`config.mk`:
```
export PLATFORM = sky130hd
export DESIGN_NAME = rotate_seq_ctrl_flat
export DESIGN_NICKNAME = d
export VERILOG_FILES = /design/src/rtl/rotate_seq_ctrl_pkg.sv /design/src/rtl/rotate_seq_ctrl_if.sv /design/src/rtl/rotate_seq_ctrl_step.sv /design/src/rtl/rotate_seq_ctrl.sv /design/src/flat_wrapper.sv
export SDC_FILE = /design/constraint.sdc
export NUM_CORES = 1
export LEC_CHECK = 0
export BUFFER_PORTS_ARGS = -buffer_cell sky130_fd_sc_hd__buf_2
export CORE_MARGIN = 3
export CORE_UTILIZATION = 50
export DETAILED_ROUTE_END_ITERATION = 6
export PLACE_DENSITY = 0.79
export SYNTH_ARGS = -nofsm -noshare
export SYNTH_HDL_FRONTEND = slang
export SYNTH_HIERARCHICAL = 1
export SYNTH_SLANG_ARGS = --single-unit
```
`constraint.sdc`:
```
create_clock -name clock -period 1.48 [get_ports clock]
set_input_delay 0.296 -clock clock [delete_from_list [all_inputs] [get_ports clock]]
set_output_delay 0.296 -clock clock [all_outputs]
set_load 0.02 [all_outputs]
```
`src/rtl/rotate_seq_ctrl_pkg.sv`:
```
// Shared encodings for the sequential shift/rotate controller: op codes, FSM states and the
// default datapath geometry.
package rot_pkg;

   localparam int DEF_WIDTH = 32;
   localparam int DEF_SHW   = 5;

   localparam logic [2:0] OP_ROR  = 3'b000;
   localparam logic [2:0] OP_ROL  = 3'b001;
   localparam logic [2:0] OP_SHR  = 3'b010;
   localparam logic [2:0] OP_SHRA = 3'b011;
   localparam logic [2:0] OP_SHL  = 3'b100;

   localparam logic [1:0] ST_IDLE = 2'd0;
   localparam logic [1:0] ST_BUSY = 2'd1;
   localparam logic [1:0] ST_DONE = 2'd2;

   // Codes 101..111 are reserved and reported back as errors.
   function automatic logic op_illegal(input logic [2:0] op);
      return (op > OP_SHL);
   endfunction

endpackage

```
`src/rtl/rotate_seq_ctrl_if.sv`:
```
// Request/response channel bundle between the control unit (master) and the shift sequencer
// (slave), including the abort and status lines.
interface rotate_seq_ctrl_if
   import rot_pkg::*;
#(
   parameter int WIDTH = DEF_WIDTH,
   parameter int SHW   = DEF_SHW
);

   logic             req_valid;
   logic             req_ready;
   logic [2:0]       req_op;
   logic [WIDTH-1:0] req_data;
   logic [SHW-1:0]   req_shamt;
   logic             flush;
   logic             res_valid;
   logic             res_ready;
   logic [WIDTH-1:0] res_data;
   logic             res_err;
   logic             busy;

   modport master (
      output req_valid, req_op, req_data, req_shamt, flush, res_ready,
      input  req_ready, res_valid, res_data, res_err, busy
   );

   modport slave (
      input  req_valid, req_op, req_data, req_shamt, flush, res_ready,
      output req_ready, res_valid, res_data, res_err, busy
   );

endinterface

```
`src/rtl/rotate_seq_ctrl_step.sv`:
```
// Single-bit shift/rotate step; the controller applies it once per busy cycle and datapath
// checks reuse it as the step reference.
module rot_step
   import rot_pkg::*;
#(
   parameter int WIDTH = DEF_WIDTH
) (
   input  logic [2:0]       i_op,
   input  logic [WIDTH-1:0] i_word,
   output logic [WIDTH-1:0] o_word
);

   // Reserved op codes pass the word through so an illegal op can never corrupt the operand.
   always_comb begin
      o_word = i_word;
      case (i_op)
         OP_ROR:  o_word = {i_word[0], i_word[WIDTH-1:1]};
         OP_ROL:  o_word = {i_word[WIDTH-2:0], i_word[WIDTH-1]};
         OP_SHR:  o_word = {1'b0, i_word[WIDTH-1:1]};
         OP_SHRA: o_word = {i_word[WIDTH-1], i_word[WIDTH-1:1]};
         OP_SHL:  o_word = {i_word[WIDTH-2:0], 1'b0};
         default: o_word = i_word;
      endcase
   end

endmodule

```
`src/rtl/rotate_seq_ctrl.sv`:
```
// Multi-cycle shift/rotate sequencer: accepts one op, steps the operand one bit per cycle
// through rot_step, and holds the result on the response channel until taken.
module rotate_seq_ctrl
   import rot_pkg::*;
#(
   parameter int WIDTH = DEF_WIDTH,
   parameter int SHW   = DEF_SHW
) (
   input logic              clock,
   input logic              clear_n,
   rotate_seq_ctrl_if.slave bus
);

   logic [1:0]       r_state;
   logic [SHW-1:0]   r_count;
   logic [WIDTH-1:0] r_work;
   logic [2:0]       r_op;
   logic             r_err;
   logic [WIDTH-1:0] w_step;
   logic             w_illegal;

   assign w_illegal = op_illegal(bus.req_op);

   rot_step #(.WIDTH(WIDTH)) u_step (
      .i_op   (r_op),
      .i_word (r_work),
      .o_word (w_step)
   );

   // The working register doubles as the result register, so it only moves on accept or step
   // edges and keeps its last value across flush.
   always_ff @(posedge clock or negedge clear_n) begin
      if (!clear_n) begin
         r_state <= ST_IDLE;
         r_count <= '0;
         r_work  <= '0;
         r_op    <= OP_ROR;
         r_err   <= 1'b0;
      end else if (bus.flush) begin
         r_state <= ST_IDLE;
      end else begin
         case (r_state)
            ST_IDLE: begin
               if (bus.req_valid) begin
                  r_work  <= bus.req_data;
                  r_op    <= bus.req_op;
                  r_count <= bus.req_shamt;
                  r_err   <= w_illegal;
                  r_state <= (w_illegal || bus.req_shamt == '0) ? ST_DONE : ST_BUSY;
               end
            end
            ST_BUSY: begin
               r_work  <= w_step;
               r_count <= r_count - SHW'(1);
               if (r_count == SHW'(1)) begin
                  r_state <= ST_DONE;
               end
            end
            ST_DONE: begin
               if (bus.res_ready) begin
                  r_state <= ST_IDLE;
               end
            end
            default: r_state <= ST_IDLE;
         endcase
      end
   end

   assign bus.req_ready = (r_state == ST_IDLE);
   assign bus.res_valid = (r_state == ST_DONE);
   assign bus.busy      = (r_state != ST_IDLE);
   assign bus.res_data  = r_work;
   assign bus.res_err   = r_err;

endmodule

```
`src/flat_wrapper.sv`:
```
// flat-port wrapper written by rule: the top's interface ports become plain ports
module rotate_seq_ctrl_flat import rot_pkg::*;
#(
   parameter int WIDTH = DEF_WIDTH,
   parameter int SHW   = DEF_SHW
)
  (clock, clear_n, bus_req_valid, bus_req_op, bus_req_data, bus_req_shamt, bus_flush, bus_res_ready, bus_req_ready, bus_res_valid, bus_res_data, bus_res_err, bus_busy);
  rotate_seq_ctrl_if #(.WIDTH(WIDTH), .SHW(SHW)) bus_i ();
  input logic clock;
  input logic clear_n;
  input wire logic [$bits(bus_i.req_valid)-1:0] bus_req_valid;
  input wire logic [$bits(bus_i.req_op)-1:0] bus_req_op;
  input wire logic [$bits(bus_i.req_data)-1:0] bus_req_data;
  input wire logic [$bits(bus_i.req_shamt)-1:0] bus_req_shamt;
  input wire logic [$bits(bus_i.flush)-1:0] bus_flush;
  input wire logic [$bits(bus_i.res_ready)-1:0] bus_res_ready;
  output wire logic [$bits(bus_i.req_ready)-1:0] bus_req_ready;
  output wire logic [$bits(bus_i.res_valid)-1:0] bus_res_valid;
  output wire logic [$bits(bus_i.res_data)-1:0] bus_res_data;
  output wire logic [$bits(bus_i.res_err)-1:0] bus_res_err;
  output wire logic [$bits(bus_i.busy)-1:0] bus_busy;
  assign bus_i.req_valid = bus_req_valid;
  assign bus_i.req_op = bus_req_op;
  assign bus_i.req_data = bus_req_data;
  assign bus_i.req_shamt = bus_req_shamt;
  assign bus_i.flush = bus_flush;
  assign bus_i.res_ready = bus_res_ready;
  assign bus_req_ready = bus_i.req_ready;
  assign bus_res_valid = bus_i.res_valid;
  assign bus_res_data = bus_i.res_data;
  assign bus_res_err = bus_i.res_err;
  assign bus_busy = bus_i.busy;
  rotate_seq_ctrl #(.WIDTH(WIDTH), .SHW(SHW)) u_core (.clock(clock), .clear_n(clear_n), .bus(bus_i));
endmodule
```
[Word level (Yosys, flattened, before mapping)]
Cells that the tools add are included.
Storage, ports and cells
  register bits: 43
  input port bits: 45
  output and inout bits: 36
  logic and storage cells: 45
Cells by class
  add/subtract/negate cells: 1
  order comparisons: 1
  eq/ne operators: 14
  muxes and demuxes: 11
  bitwise gates (word level): 1
  reduce and logical (&&, ||, !) cells: 11
Operators by type and width (count)
  32-bit one-hot mux with 5 select lines: 1
  32-bit one-hot mux with 2 select lines: 1
  32-bit two-way mux: 1
  2-bit two-way mux: 5
  5-bit one-hot mux with 2 select lines: 1
  3-bit AND reduction: 3
  3-bit by 2-bit == test with 1-bit output, second input constant: 2
  3-bit inequality test, second input constant: 2
  6-bit inequality test, second input constant: 1
  2-bit one-hot mux with 3 select lines: 1
  5-bit by 1-bit == test with 1-bit output, second input constant: 1
  5-bit zero test: 1
  5-bit two-way mux: 1
  5-bit inequality test, second input constant: 1
  5-bit AND reduction: 1
  5-bit by 1-bit subtractor with 5-bit output, second input constant: 1
  2-bit inequality test, second input constant: 2
  4-bit AND reduction: 1
  2-bit nonzero test: 2
  3-bit by 1-bit == test with 1-bit output, second input constant: 1
  3-bit == test, second input constant: 1
  3-bit > comparator, second input constant: 1
  3-bit zero test: 1
  3-bit by 2-bit inequality test with 1-bit output, second input constant: 1
  other kinds (5): 5

[Depth between registers and ports, before layout]
Gate-level depths: netlist of run 1.
  word-level depth: 6
  depth in mapped cells: 8
  gate-level depth less buffers: 5

[Cells and area by module]
Netlist of run 1, hierarchy kept.
Modules (own cells, without submodules)
  rotate_seq_ctrl: instances 1, cells an instance 214, area each 2255.9 um2, seq. area each 1076.0 um2
  rot_step: instances 1, cells an instance 187, area each 1600.3 um2, seq. area each 0.0 um2

[Worst setup path after synthesis of run 1]
Ideal clock, no wire load.
  kind: reg-to-reg
  start point: register u_core.r_count[0]
  end point: register u_core.r_count[4]
  setup time: 79 ps
  data arrival time: 1343 ps
  data required time: 1401 ps
  setup slack: 58 ps
  stages on the path, launching flop included: 6
  path buffers: 0
  clock period less this slack: 1422 ps
  path through: dfrtp_1 > inv_1 > ha_1 > or3b_1 > a211oi_2 > a2bb2oi_1
Between the ends
  cells in the longest elaborated chain, start to end: 2
RTL lines
  start, declared: RTL line rotate_seq_ctrl.sv:15  | logic [SHW-1:0] r_count;
  start signal, assigned: RTL line rotate_seq_ctrl.sv:47  | r_count <= bus.req_shamt;
  start signal, assigned: RTL line rotate_seq_ctrl.sv:54  | r_count <= r_count - SHW'(1);
  5-bit by 1-bit subtractor with 5-bit output: RTL line rotate_seq_ctrl.sv:54
  5-bit one-hot mux with 2 select lines: RTL line rotate_seq_ctrl.sv:42  | case (r_state)
No other way between the ends.
A chain may end at the register's enable or synchronous reset.

[Final worst setup path of run 1]
  start point: register u_core.r_op[2]
  end point: register u_core.r_work[29] (netlist: u_core/bus.res_data[29])
Between the ends
  cells in the longest elaborated chain, start to end: 3
  elaborated cells on any way between the ends: 9
  classes of those cells: 5 x eq/ne; 2 x mux; 2 x reduce/logical
RTL lines
  start, declared: RTL line rotate_seq_ctrl.sv:17  | logic [2:0] r_op;
  start signal, assigned: RTL line rotate_seq_ctrl.sv:46  | r_op <= bus.req_op;
  3-bit == test (tied with other cells): RTL line rotate_seq_ctrl_step.sv:16  | case (i_op)
  32-bit one-hot mux with 5 select lines *: RTL line rotate_seq_ctrl_step.sv:16
  net u_core.w_step[29]: RTL line rotate_seq_ctrl.sv:19  | logic [WIDTH-1:0] w_step;
  32-bit one-hot mux with 2 select lines *: RTL line rotate_seq_ctrl.sv:42
  end signal, assigned: RTL line rotate_seq_ctrl.sv:45  | r_work <= bus.req_data;
  end signal, assigned: RTL line rotate_seq_ctrl.sv:53  | r_work <= w_step;
  end, declared: RTL line rotate_seq_ctrl.sv:16  | logic [WIDTH-1:0] r_work;
The timed path passes the listed nets; every way through them passes the cells marked *.

==> results of run 1 <==
[timing repair]
action | CTS | global route
hold endpoints to repair | 43 | 0
setup endpoints to repair | 35 | 46
buffers inserted | 6 | 6
hold buffers | 1 | 0
pin swaps | 2 | 9
gates resized for setup | 24 | 30
cloned | 0 | 3
[cells in the mapped netlist, types with 2 or more instances]
master,instances
a211oi_2,3
a221oi_1,2
a221oi_2,29
a2bb2oi_1,3
buf_12,3
buf_2,18
buf_6,16
clkbuf_1,6
dfrtp_1,43
ha_1,2
inv_1,7
mux2i_1,63
nand2_1,11
nand2b_1,2
nand3b_1,2
nor2_1,3
nor2b_1,31
nor3_1,29
nor4b_1,3
o211ai_1,2
o21a_1,31
o21ai_0,38
o21ai_1,32
o22ai_1,3
or3b_1,2
[cell usage in the layout, fill, tap and decap left out, drive strengths merged, types with 4 or more instances in the layout]
cell type | synthesis | layout
o21ai | 70 | 70
nand2 | 11 | 11
a221oi | 31 | 31
clkbuf | 6 | 11
nor2b | 31 | 31
buf | 39 | 121
a211oi | 4 | 4
dfrtp | 43 | 43
inv | 7 | 7
nor3 | 29 | 29
o21a | 31 | 31
mux2i | 63 | 63
[stage by stage]
step / TNS (ps) / hold WS [ps] / power [mW] / instance area, um^2 / setup WS [ps]
floorplan: 0 / 0.409 / 5.43 / 3860 / 57.6
global placement: -734 / 295 / 6.29 / 4350 / -61.8
detailed placement: -2170 / 298 / 6.47 / 4350 / -109
CTS: -2630 / 209 / 7.38 / 4560 / -130
global route: -6280 / 220 / 8.23 / 4800 / -244
finish: -3500 / 203 / 7.72 / 4800 / -164
[metal layers]
| metal | track usage, % | vias up | wire length (um) |
|---|---|---|---|
| met2 | 39.9 | 142 | 5340 |
| met1 | 28.9 | 1783 | 4370 |
| met5 | 0 | - | 0 |
| met4 | 7.94 | 0 | 235 |
| li1 | - | 1695 | - |
| met3 | 3.45 | 23 | 633 |
[kinds of logic (layout without fill, tap and decap cells)]
group | after synthesis | count (layout) | synth area share (%)
adders and majority gates | 2 | 2 | 0.649
muxes | 63 | 63 | 16.4
buffers and inverters | 52 | 140 | 10.4
and+or+nand+nor | 90 | 90 | 13.4
xor gates and xnor gates | 1 | 1 | 0.227
DFF | 43 | 43 | 27.9
AOI/OAI and AO/OA | 150 | 150 | 31.1
[power by group through the flow]
stage | registers, mW | logic (mW) | clock network [mW]
3_3_place_gp | 2.10 | 4.19 | 0
6_report | 2.16 | 4.78 | 0.781
4_1_cts | 2.12 | 4.49 | 0.780
5_1_grt | 2.24 | 5.16 | 0.830
3_5_place_dp | 2.13 | 4.33 | 0
2_1_floorplan | 2.31 | 3.12 | 0
[state kept, by name, indices dropped and copies added (netlist names)]
| name | cells |
|---|---|
| u_core/r_count | 5 |
| u_core/bus.res_err | 1 |
| u_core/r_state | 2 |
| u_core/bus.res_data | 32 |
| u_core/r_op | 3 |
[worst min-delay path by stage]
stage / start / to / cells past startpoint
6_report: bus_req_op[1] / u_core/r_op[1] / 3
5_1_grt: bus_req_op[2] / u_core/r_op[2] / 3
4_1_cts: bus_req_op[1] / u_core/r_op[1] / 3
3_5_place_dp: clear_n / u_core/bus.res_data[13] / 2
3_3_place_gp: clear_n / u_core/bus.res_data[12] / 2
2_1_floorplan: clear_n / u_core/bus.res_data[0] / 0
[worst max-delay path, delay by kind of cell, from the launching register on]
| family | cells | cell delay [ps] |
|---|---|---|
| AOI/OAI and AO/OA | 3 | 600 |
| DFF | 1 | 560 |
| and+or+nand+nor | 1 | 150 |
| muxes | 1 | 90 |
| buffers and inverters | 1 | 180 |
[cell type report]
type	instances	area, um^2
clock buffers	8	80.1
multi-input cells	306	2500
inverters	7	26.3
fillers	605	2570
repair buffers	125	985
flip-flops and latches	43	1080
well taps	99	124
==> report_table.html, run 1 <==
<table>
<tr><th>Metric</th><th>Value</th></tr>
<tr><th colspan="2">STA</th></tr>
<tr><td>Slack of the critical path</td><td>-164 ps</td></tr>
<tr><td>Count of endpoints failing setup in the final report</td><td>36</td></tr>
<tr><td>Setup repair after global routing missed its margin</td><td>yes</td></tr>
<tr><td>Period Utilization, post-route</td><td>111%</td></tr>
<tr><td>Final count of pins violating max slew</td><td>0</td></tr>
<tr><td>Max Fclk</td><td>608 MHz</td></tr>
<tr><td>Final period demand of the worst path</td><td>1640 ps</td></tr>
<tr><td>Maximum clock skew at final layout</td><td>4.52 ps</td></tr>
<tr><td>Actual slew at the worst max-slew pin</td><td>333 ps</td></tr>
<tr><td>Worst max-slew margin expressed relative to the limit</td><td>77.6%</td></tr>
<tr><td>Number of endpoints with negative hold slack in the final report</td><td>0</td></tr>
<tr><th colspan="2">Worst setup path</th></tr>
<tr><td>FF-to-FF Start</td><td>u_core/r_op[2]</td></tr>
<tr><td>Data arrival time at the worst-slack endpoint</td><td>1870 ps</td></tr>
<tr><td>Critical path class</td><td>register to register</td></tr>
<tr><td>Reg-to-reg setup timing slack</td><td>-160 ps</td></tr>
<tr><td>R2R depth</td><td>6</td></tr>
<tr><td>Highest net fanout along the worst path</td><td>14</td></tr>
<tr><td>Critical Path Source Type</td><td>register</td></tr>
<tr><td>Largest incremental delay on the critical path</td><td>560 ps</td></tr>
<tr><td>First element of the critical path</td><td>u_core/r_op[2]</td></tr>
<tr><td>Slowest-stage cell, CP</td><td>dfrtp_4</td></tr>
<tr><td>CP endpoint kind</td><td>register</td></tr>
<tr><td>Crit-path cells</td><td>buf_12 -&gt; nor2b_1 -&gt; a221oi_2 -&gt; o21a_1 -&gt; mux2i_1 -&gt; o21ai_1</td></tr>
<tr><td>End point of the critical path</td><td>u_core/bus.res_data[29]</td></tr>
<tr><td>Required @ worst endpoint</td><td>1710 ps</td></tr>
<tr><td>Capturing point of the worst reg2reg path</td><td>u_core/bus.res_data[29]</td></tr>
<tr><th colspan="2">GRT</th></tr>
<tr><td>Grt ovf</td><td>0</td></tr>
<tr><td>Global-route wire length before repair</td><td>16.5 mm</td></tr>
<tr><td>Initial antenna violation count</td><td>0</td></tr>
<tr><td>Pin count of the biggest net entering global routing</td><td>46</td></tr>
<tr><td>Total GRT Usage</td><td>23.0%</td></tr>
<tr><td>Via count of the first global-routing pass</td><td>3503</td></tr>
<tr><th colspan="2">Yosys</th></tr>
<tr><td>Proportion of synthesized flip-flops having asynchronous set or reset</td><td>100%</td></tr>
<tr><td>Register bit count reported by yosys</td><td>43</td></tr>
<tr><td>EDFF count, synth</td><td>0</td></tr>
<tr><td>Share of the yosys chip area belonging to registers</td><td>27.9%</td></tr>
<tr><td>Syn Std Cell Area</td><td>3860 um^2</td></tr>
<tr><td>Share of Yosys cell area claimed by the top area cell type</td><td>27.9%</td></tr>
<tr><td>Synthesized instance count</td><td>401</td></tr>
<tr><td>Commonest register cell after synthesis</td><td>dfrtp_1</td></tr>
<tr><td>Post-synthesis area per instance</td><td>9.62 um^2</td></tr>
<tr><td>Post-synthesis net count</td><td>448</td></tr>
<tr><td>Synth warn</td><td>6</td></tr>
<tr><td>Top area cells in the synthesized netlist</td><td>dfrtp_1 28%, mux2i_1 16%, a221oi_2 11%, o21a_1 6.0%, nor2b_1 5.0%</td></tr>
<tr><td>Post-synth cell types</td><td>42</td></tr>
<tr><td>Area leader, netlist</td><td>dfrtp_1</td></tr>
<tr><th colspan="2">Floorplanning</th></tr>
<tr><td>Total Die Area</td><td>8800 um^2</td></tr>
<tr><td>I/O pin cnt</td><td>81</td></tr>
<tr><td>Area of the placeable core</td><td>7370 um^2</td></tr>
<tr><td>Horizontal die dimension</td><td>93.8 um</td></tr>
<tr><td>Die H</td><td>93.8 um</td></tr>
<tr><td># rows</td><td>31</td></tr>
<tr><td>Initial standard-cell utilization of the core</td><td>52.3%</td></tr>
<tr><th colspan="2">Clock network</th></tr>
<tr><td>TritonCTS clock tree</td><td>done</td></tr>
<tr><td>Skew-Pair Late Insertion Delay</td><td>300 ps</td></tr>
<tr><td>TritonCTS Sinks</td><td>43</td></tr>
<tr><td>Clock transition at the register clock pins on the worst setup and hold paths after CTS</td><td>90 ps</td></tr>
<tr><td>Worst-case clock buffer depth</td><td>2</td></tr>
<tr><td>CTS root buf</td><td>clkbuf_8</td></tr>
<tr><td>Clock buffers created by TritonCTS</td><td>5</td></tr>
<tr><td>Number of levels in the clock H-tree</td><td>2</td></tr>
<tr><th colspan="2">Power and ir drop</th></tr>
<tr><td>Internal power</td><td>4.18 mW</td></tr>
<tr><td>Switching share of total power</td><td>45.9%</td></tr>
<tr><td>Peak ir drop on the vdd network</td><td>776 uV</td></tr>
<tr><td>Comb power frac</td><td>61.9%</td></tr>
<tr><td>Fraction of power consumed by sequential logic</td><td>28.0%</td></tr>
<tr><td>Switch Pwr</td><td>3.55 mW</td></tr>
<tr><td>Leakage power summed over all cells</td><td>2.00 nW</td></tr>
<tr><td>Pwr Density</td><td>1610 nW/um^2</td></tr>
<tr><td>Part of the total power dissipated in the clock network</td><td>10.1%</td></tr>
<tr><th colspan="2">Place</th></tr>
<tr><td>GP Congestion</td><td>0.816</td></tr>
<tr><td>HPWL reported at the end of detailed placement</td><td>6.67 mm</td></tr>
<tr><td>Number of buffers inserted by port buffering</td><td>80</td></tr>
<tr><td>Dpl cells</td><td>566</td></tr>
<tr><th colspan="2">Drt</th></tr>
<tr><td>Drt first-iter violations</td><td>247</td></tr>
<tr><td>Routed vias</td><td>3643</td></tr>
<tr><td>Post-Route WL</td><td>10.6 mm</td></tr>
<tr><td>Detailed-route DRC error count</td><td>0</td></tr>
<tr><td>Number of nets still failing antenna checks after routing</td><td>0</td></tr>
<tr><td>DR vias/cell</td><td>6.20</td></tr>
<tr><td>DRT Pass-1 Iters</td><td>5</td></tr>
<tr><td>Routed wire per std cell</td><td>18.0 um</td></tr>
<tr><th colspan="2">Layout</th></tr>
<tr><td>Nets@finish</td><td>535</td></tr>
<tr><td>Layout overhead on the synthesized area</td><td>24.5%</td></tr>
<tr><td>Non-Filler Instances</td><td>588</td></tr>
<tr><td>Final core utilization</td><td>65.1%</td></tr>
<tr><td>Number of antenna repair diodes</td><td>0</td></tr>
<tr><td>Layout cells sized above 1</td><td>38.2%</td></tr>
<tr><th colspan="2">Status</th></tr>
<tr><td>Violated checks</td><td>negative setup slack</td></tr>
<tr><td>Status</td><td>finished, violations left</td></tr>
<tr><th colspan="2">Hold path</th></tr>
<tr><td>Min-delay worst type</td><td>primary input to register</td></tr>
<tr><th colspan="2">Flow run</th></tr>
<tr><td># Max-Cap Violations</td><td>0</td></tr>
</table>
No activity file was read; power rests on OpenSTA's default activity.
==> run 2, diff against run 1 <==
--- a/config.mk
+++ b/config.mk
@@ -5,11 +5,12 @@
 export SDC_FILE = /design/constraint.sdc
 export NUM_CORES = 1
 export LEC_CHECK = 0
+export ABC_AREA = 1
 export BUFFER_PORTS_ARGS = -buffer_cell sky130_fd_sc_hd__buf_2
 export CORE_MARGIN = 3
 export CORE_UTILIZATION = 50
 export DETAILED_ROUTE_END_ITERATION = 6
-export PLACE_DENSITY = 0.79
+export PLACE_DENSITY = 0.78
 export SYNTH_ARGS = -nofsm -noshare
 export SYNTH_HDL_FRONTEND = slang
 export SYNTH_HIERARCHICAL = 1
==> constraint.sdc (replaced) <==
create_clock -name clock -period 2.06 [get_ports clock]
set_input_delay 0.412 -clock clock [delete_from_list [all_inputs] [get_ports clock]]
set_output_delay 0.412 -clock clock [all_outputs]
set_load 0.02 [all_outputs]
==> report_table.html, run 2 <==
<table>
<tr><th>Metric</th><th>Value</th></tr>
<tr><th colspan="2">Clock network</th></tr>
<tr><td>Clock transition at the register clock pins on the worst setup and hold paths after CTS</td><td>80 ps (was 90 ps)</td></tr>
<tr><td>Worst-case clock buffer depth</td><td>2 (unchanged)</td></tr>
<tr><td>TritonCTS Sinks</td><td>43 (unchanged)</td></tr>
<tr><td>Skew-Pair Late Insertion Delay</td><td>300 ps (about the same)</td></tr>
<tr><td>Cells resized by post-CTS repair</td><td>0 (was 24)</td></tr>
<tr><td>Number of levels in the clock H-tree</td><td>2 (unchanged)</td></tr>
<tr><td>CTS Hold Bufs</td><td>0 (was 1)</td></tr>
<tr><td>TritonCTS clock tree</td><td>done (unchanged)</td></tr>
<tr><td>Setup Fix Bufs, Post-CTS</td><td>0 (was 6)</td></tr>
<tr><td>Clock buffers created by TritonCTS</td><td>5 (unchanged)</td></tr>
<tr><td>CTS root buf</td><td>clkbuf_8 (unchanged)</td></tr>
<tr><th colspan="2">Worst setup path</th></tr>
<tr><td>Critical Path Source Type</td><td>register (unchanged)</td></tr>
<tr><td>R2R depth</td><td>8 (was 6)</td></tr>
<tr><td>Critical path class</td><td>register to register (unchanged)</td></tr>
<tr><td>Reg-to-reg setup timing slack</td><td>300 ps (was -160 ps)</td></tr>
<tr><td>Required @ worst endpoint</td><td>2300 ps (was 1710 ps)</td></tr>
<tr><td>Capturing point of the worst reg2reg path</td><td>u_core/bus.res_data[27] (was u_core/bus.res_data[29])</td></tr>
<tr><td>Highest net fanout along the worst path</td><td>30 (was 14)</td></tr>
<tr><td>FF-to-FF Start</td><td>u_core/r_op[2] (unchanged)</td></tr>
<tr><td>Data arrival time at the worst-slack endpoint</td><td>2000 ps (was 1870 ps)</td></tr>
<tr><td>First element of the critical path</td><td>u_core/r_op[2] (unchanged)</td></tr>
<tr><td>CP endpoint kind</td><td>register (unchanged)</td></tr>
<tr><th colspan="2">Yosys</th></tr>
<tr><td>Top area cells in the synthesized netlist</td><td>dfrtp_1 35%, nand2_1 13%, nand3_1 9.0%, nor2_1 8.6%, o21a_1 7.8% (was dfrtp_1 28%, mux2i_1 16%, a221oi_2 11%, o21a_1 6.0%, nor2b_1 5.0%)</td></tr>
<tr><td>Proportion of synthesized flip-flops having asynchronous set or reset</td><td>100% (unchanged)</td></tr>
<tr><td>EDFF count, synth</td><td>0 (unchanged)</td></tr>
<tr><td>Cell with the most instances after synthesis</td><td>nand2_1 (was mux2i_1)</td></tr>
<tr><td>Share of the yosys chip area belonging to registers</td><td>35.1% (was 27.9%)</td></tr>
<tr><td>Area leader, netlist</td><td>dfrtp_1 (unchanged)</td></tr>
<tr><td>Share of Yosys cell area claimed by the top area cell type</td><td>35.1% (was 27.9%)</td></tr>
<tr><td>Top cell types by occurrence after synthesis</td><td>109 x nand2_1, 70 x nor2_1, 55 x nand3_1, 43 x dfrtp_1, 38 x o21ai_0 (was 63 x mux2i_1, 43 x dfrtp_1, 38 x o21ai_0, 32 x o21ai_1)</td></tr>
<tr><td>Syn Std Cell Area</td><td>3060 um^2 (was 3860 um^2)</td></tr>
<tr><td>Post-synth cell types</td><td>30 (was 42)</td></tr>
<tr><td>Synth warn</td><td>6 (unchanged)</td></tr>
<tr><td>Synthesized instance count</td><td>440 (was 401)</td></tr>
<tr><td>Post-synthesis net count</td><td>487 (was 448)</td></tr>
<tr><td>Register bit count reported by yosys</td><td>43 (unchanged)</td></tr>
<tr><td>Post-synthesis area per instance</td><td>6.96 um^2 (was 9.62 um^2)</td></tr>
<tr><td>Commonest register cell after synthesis</td><td>dfrtp_1 (unchanged)</td></tr>
<tr><th colspan="2">Layout</th></tr>
<tr><td>Flip-flop count of the largest register, all copies and words added</td><td>32 (unchanged)</td></tr>
<tr><td>Most frequent standard cell in the layout excluding fill and tap cells</td><td>nand2_1 (was buf_2)</td></tr>
<tr><td>Area of the multi-input gates</td><td>1610 um^2 (was 2500 um^2)</td></tr>
<tr><td>Area taken by flip-flops and latches</td><td>1080 um^2 (about the same)</td></tr>
<tr><td>Commonest cells after routing, fill and taps aside</td><td>109 x nand2_1, 80 x buf_2, 70 x nor2_1 (was 77 x buf_2, 62 x mux2i_1, 40 x dfrtp_1)</td></tr>
<tr><td>Final core utilization</td><td>60.5% (was 65.1%)</td></tr>
<tr><td>Nets@finish</td><td>555 (was 535)</td></tr>
<tr><td>Layout overhead on the synthesized area</td><td>12.8% (was 24.5%)</td></tr>
<tr><td>Number of filler cells placed in the layout</td><td>556 (was 605)</td></tr>
<tr><td>Final design instance area without fill</td><td>3450 um^2 (was 4800 um^2)</td></tr>
<tr><td>Number of antenna repair diodes</td><td>0 (unchanged)</td></tr>
<tr><td>Layout cells sized above 1</td><td>20.9% (was 38.2%)</td></tr>
<tr><th colspan="2">GRT</th></tr>
<tr><td>Grt ovf</td><td>0 (unchanged)</td></tr>
<tr><td>Global-route wire length before repair</td><td>12.1 mm (was 16.5 mm)</td></tr>
<tr><td>Via count of the first global-routing pass</td><td>2667 (was 3503)</td></tr>
<tr><td>Pin count of the biggest net entering global routing</td><td>72 (was 46)</td></tr>
<tr><td>Initial antenna violation count</td><td>0 (unchanged)</td></tr>
<tr><td>Total GRT Usage</td><td>20.2% (was 23.0%)</td></tr>
<tr><th colspan="2">Flow run</th></tr>
<tr><td># Max-Cap Violations</td><td>0 (unchanged)</td></tr>
<tr><th colspan="2">Floorplanning</th></tr>
<tr><td>Die H</td><td>84.3 um (was 93.8 um)</td></tr>
<tr><td>Area of the placeable core</td><td>5710 um^2 (was 7370 um^2)</td></tr>
<tr><td>Initial standard-cell utilization of the core</td><td>53.6% (was 52.3%)</td></tr>
<tr><td>I/O pin cnt</td><td>81 (unchanged)</td></tr>
<tr><td>Horizontal die dimension</td><td>84.3 um (was 93.8 um)</td></tr>
<tr><td>Total Die Area</td><td>7100 um^2 (was 8800 um^2)</td></tr>
<tr><td># rows</td><td>27 (was 31)</td></tr>
<tr><th colspan="2">Drt</th></tr>
<tr><td>Drt first-iter violations</td><td>195 (was 247)</td></tr>
<tr><td>DRT Pass-1 Iters</td><td>5 (unchanged)</td></tr>
<tr><td>Detailed-route DRC error count</td><td>0 (unchanged)</td></tr>
<tr><td>Number of nets still failing antenna checks after routing</td><td>0 (unchanged)</td></tr>
<tr><td>Routed vias</td><td>2999 (was 3643)</td></tr>
<tr><td>Post-Route WL</td><td>7.14 mm (was 10.6 mm)</td></tr>
<tr><td>Routed wire per std cell</td><td>12.3 um (was 18.0 um)</td></tr>
<tr><td>DR vias/cell</td><td>5.18 (was 6.20)</td></tr>
<tr><th colspan="2">STA</th></tr>
<tr><td>Count of endpoints failing setup in the final report</td><td>0 (was 36)</td></tr>
<tr><td>Setup repair after global routing missed its margin</td><td>no (was yes)</td></tr>
<tr><td>Final period demand of the worst path</td><td>1760 ps (was 1640 ps)</td></tr>
<tr><td>Total negative slack</td><td>0 ps (was -3500 ps)</td></tr>
<tr><td>Actual slew at the worst max-slew pin</td><td>553 ps (was 333 ps)</td></tr>
<tr><td>Maximum clock skew at final layout</td><td>7.22 ps (was 4.52 ps)</td></tr>
<tr><td>Period Utilization, post-route</td><td>85.3% (was 111%)</td></tr>
<tr><td>Final count of pins violating max slew</td><td>0 (unchanged)</td></tr>
<tr><td>Max Fclk</td><td>569 MHz (was 608 MHz)</td></tr>
<tr><td>Number of endpoints with negative hold slack in the final report</td><td>0 (unchanged)</td></tr>
<tr><td>Worst max-slew margin expressed relative to the limit</td><td>63.1% (was 77.6%)</td></tr>
<tr><th colspan="2">Place</th></tr>
<tr><td>GP Congestion</td><td>0.802 (was 0.816)</td></tr>
<tr><td>Post-Place Cell Area</td><td>3380 um^2 (was 4350 um^2)</td></tr>
<tr><td>HPWL reported at the end of detailed placement</td><td>4.96 mm (was 6.67 mm)</td></tr>
<tr><td>Number of buffers inserted by port buffering</td><td>80 (unchanged)</td></tr>
<tr><th colspan="2">Power and ir drop</th></tr>
<tr><td>Switch Pwr</td><td>3.09 mW (was 3.55 mW)</td></tr>
<tr><td>Part of the total power dissipated in the clock network</td><td>8.6% (was 10.1%)</td></tr>
<tr><td>Fraction of power consumed by sequential logic</td><td>29.6% (was 28.0%)</td></tr>
<tr><td>Comb power frac</td><td>61.9% (about the same)</td></tr>
<tr><td>Switching share of total power</td><td>52.7% (was 45.9%)</td></tr>
<tr><td>Peak ir drop on the vdd network</td><td>754 uV (was 776 uV)</td></tr>
<tr><td>Internal power</td><td>2.77 mW (was 4.18 mW)</td></tr>
<tr><td>Leakage power summed over all cells</td><td>1.72 nW (was 2.00 nW)</td></tr>
<tr><td>Pwr Density</td><td>1700 nW/um^2 (was 1610 nW/um^2)</td></tr>
<tr><th colspan="2">Hold path</th></tr>
<tr><td>Min-delay worst type</td><td>primary input to asynchronous set/reset pin (was primary input to register)</td></tr>
<tr><th colspan="2">Status</th></tr>
<tr><td>Status</td><td>finished clean (was finished, violations left)</td></tr>
</table>
==> run 2: how the worst max path moves through the flow <==
stage / endpoint / slack, ps / depth (start not counted)
after CTS: u_core/bus.res_data[27] / 340 / 8
final: u_core/bus.res_data[27] / 300 / 8
after floorplan: u_core/bus.res_data[28] / 660 / 9
after global placement: u_core/bus.res_data[27] / 370 / 8
after global routing: u_core/bus.res_data[13] / 160 / 8
after detailed placement: u_core/bus.res_data[27] / 360 / 8
==> run 2: stage by stage <==
step / std cells / power (mW) / hold WS [ps] / worst slack [ps]
floorplan: 440 / 4.70 / 116 / 665
global placement: 573 / 5.28 / 469 / 374
detailed placement: 573 / 5.36 / 474 / 364
CTS: 579 / 5.88 / 206 / 340
global route: 579 / 6.44 / 231 / 158
finish: 579 / 5.86 / 185 / 304
==> run 2: cells by family (layout without fill, tap and decap cells) <==
family	Yosys count	in the layout	synth area share [%]
simple gates	250	250	35.4
compound gates	80	80	16.2
buf+inv	65	132	12.4
flops	43	43	35.1
fa+ha+maj	2	2	0.817
==> run 2: layout make-up <==
class                      count  area share, %
clock buffer                   6           2.10
sequential                    43           31.2
inverter                      41           4.60
multi-input combinational    332           46.5
tap                           72           2.61
timing repair buffer          85           13.0
==> run 2: layer usage <==
layer | share of wire, % | GRT usage (%) | up-vias
met5 | 0 | 0 | -
met4 | 0.88 | 4.53 | 0
met3 | 7.1 | 4.12 | 9
met2 | 46 | 33.4 | 105
met1 | 46 | 27.4 | 1330
li1 | - | - | 1555
==> run 2: power groups by stage <==
| stage | Combinational [mW] | Clock [mW] | Sequential [mW] |
|---|---|---|---|
| after global routing | 4.06 | 0.562 | 1.81 |
| after global placement | 3.54 | 0 | 1.74 |
| after floorplan | 2.66 | 0 | 2.04 |
| after detailed placement | 3.61 | 0 | 1.75 |
| final | 3.62 | 0.502 | 1.73 |
| after CTS | 3.63 | 0.520 | 1.73 |
==> run 2: critical path, stage by stage (launching register included) <==
cell	delay, ps
dfrtp_1	430
inv_2	300
nand2_4	230
nand2_8	250
nor2_1	60
nor2_1	140
nand2_1	80
nand3_1	100
o21a_1	110
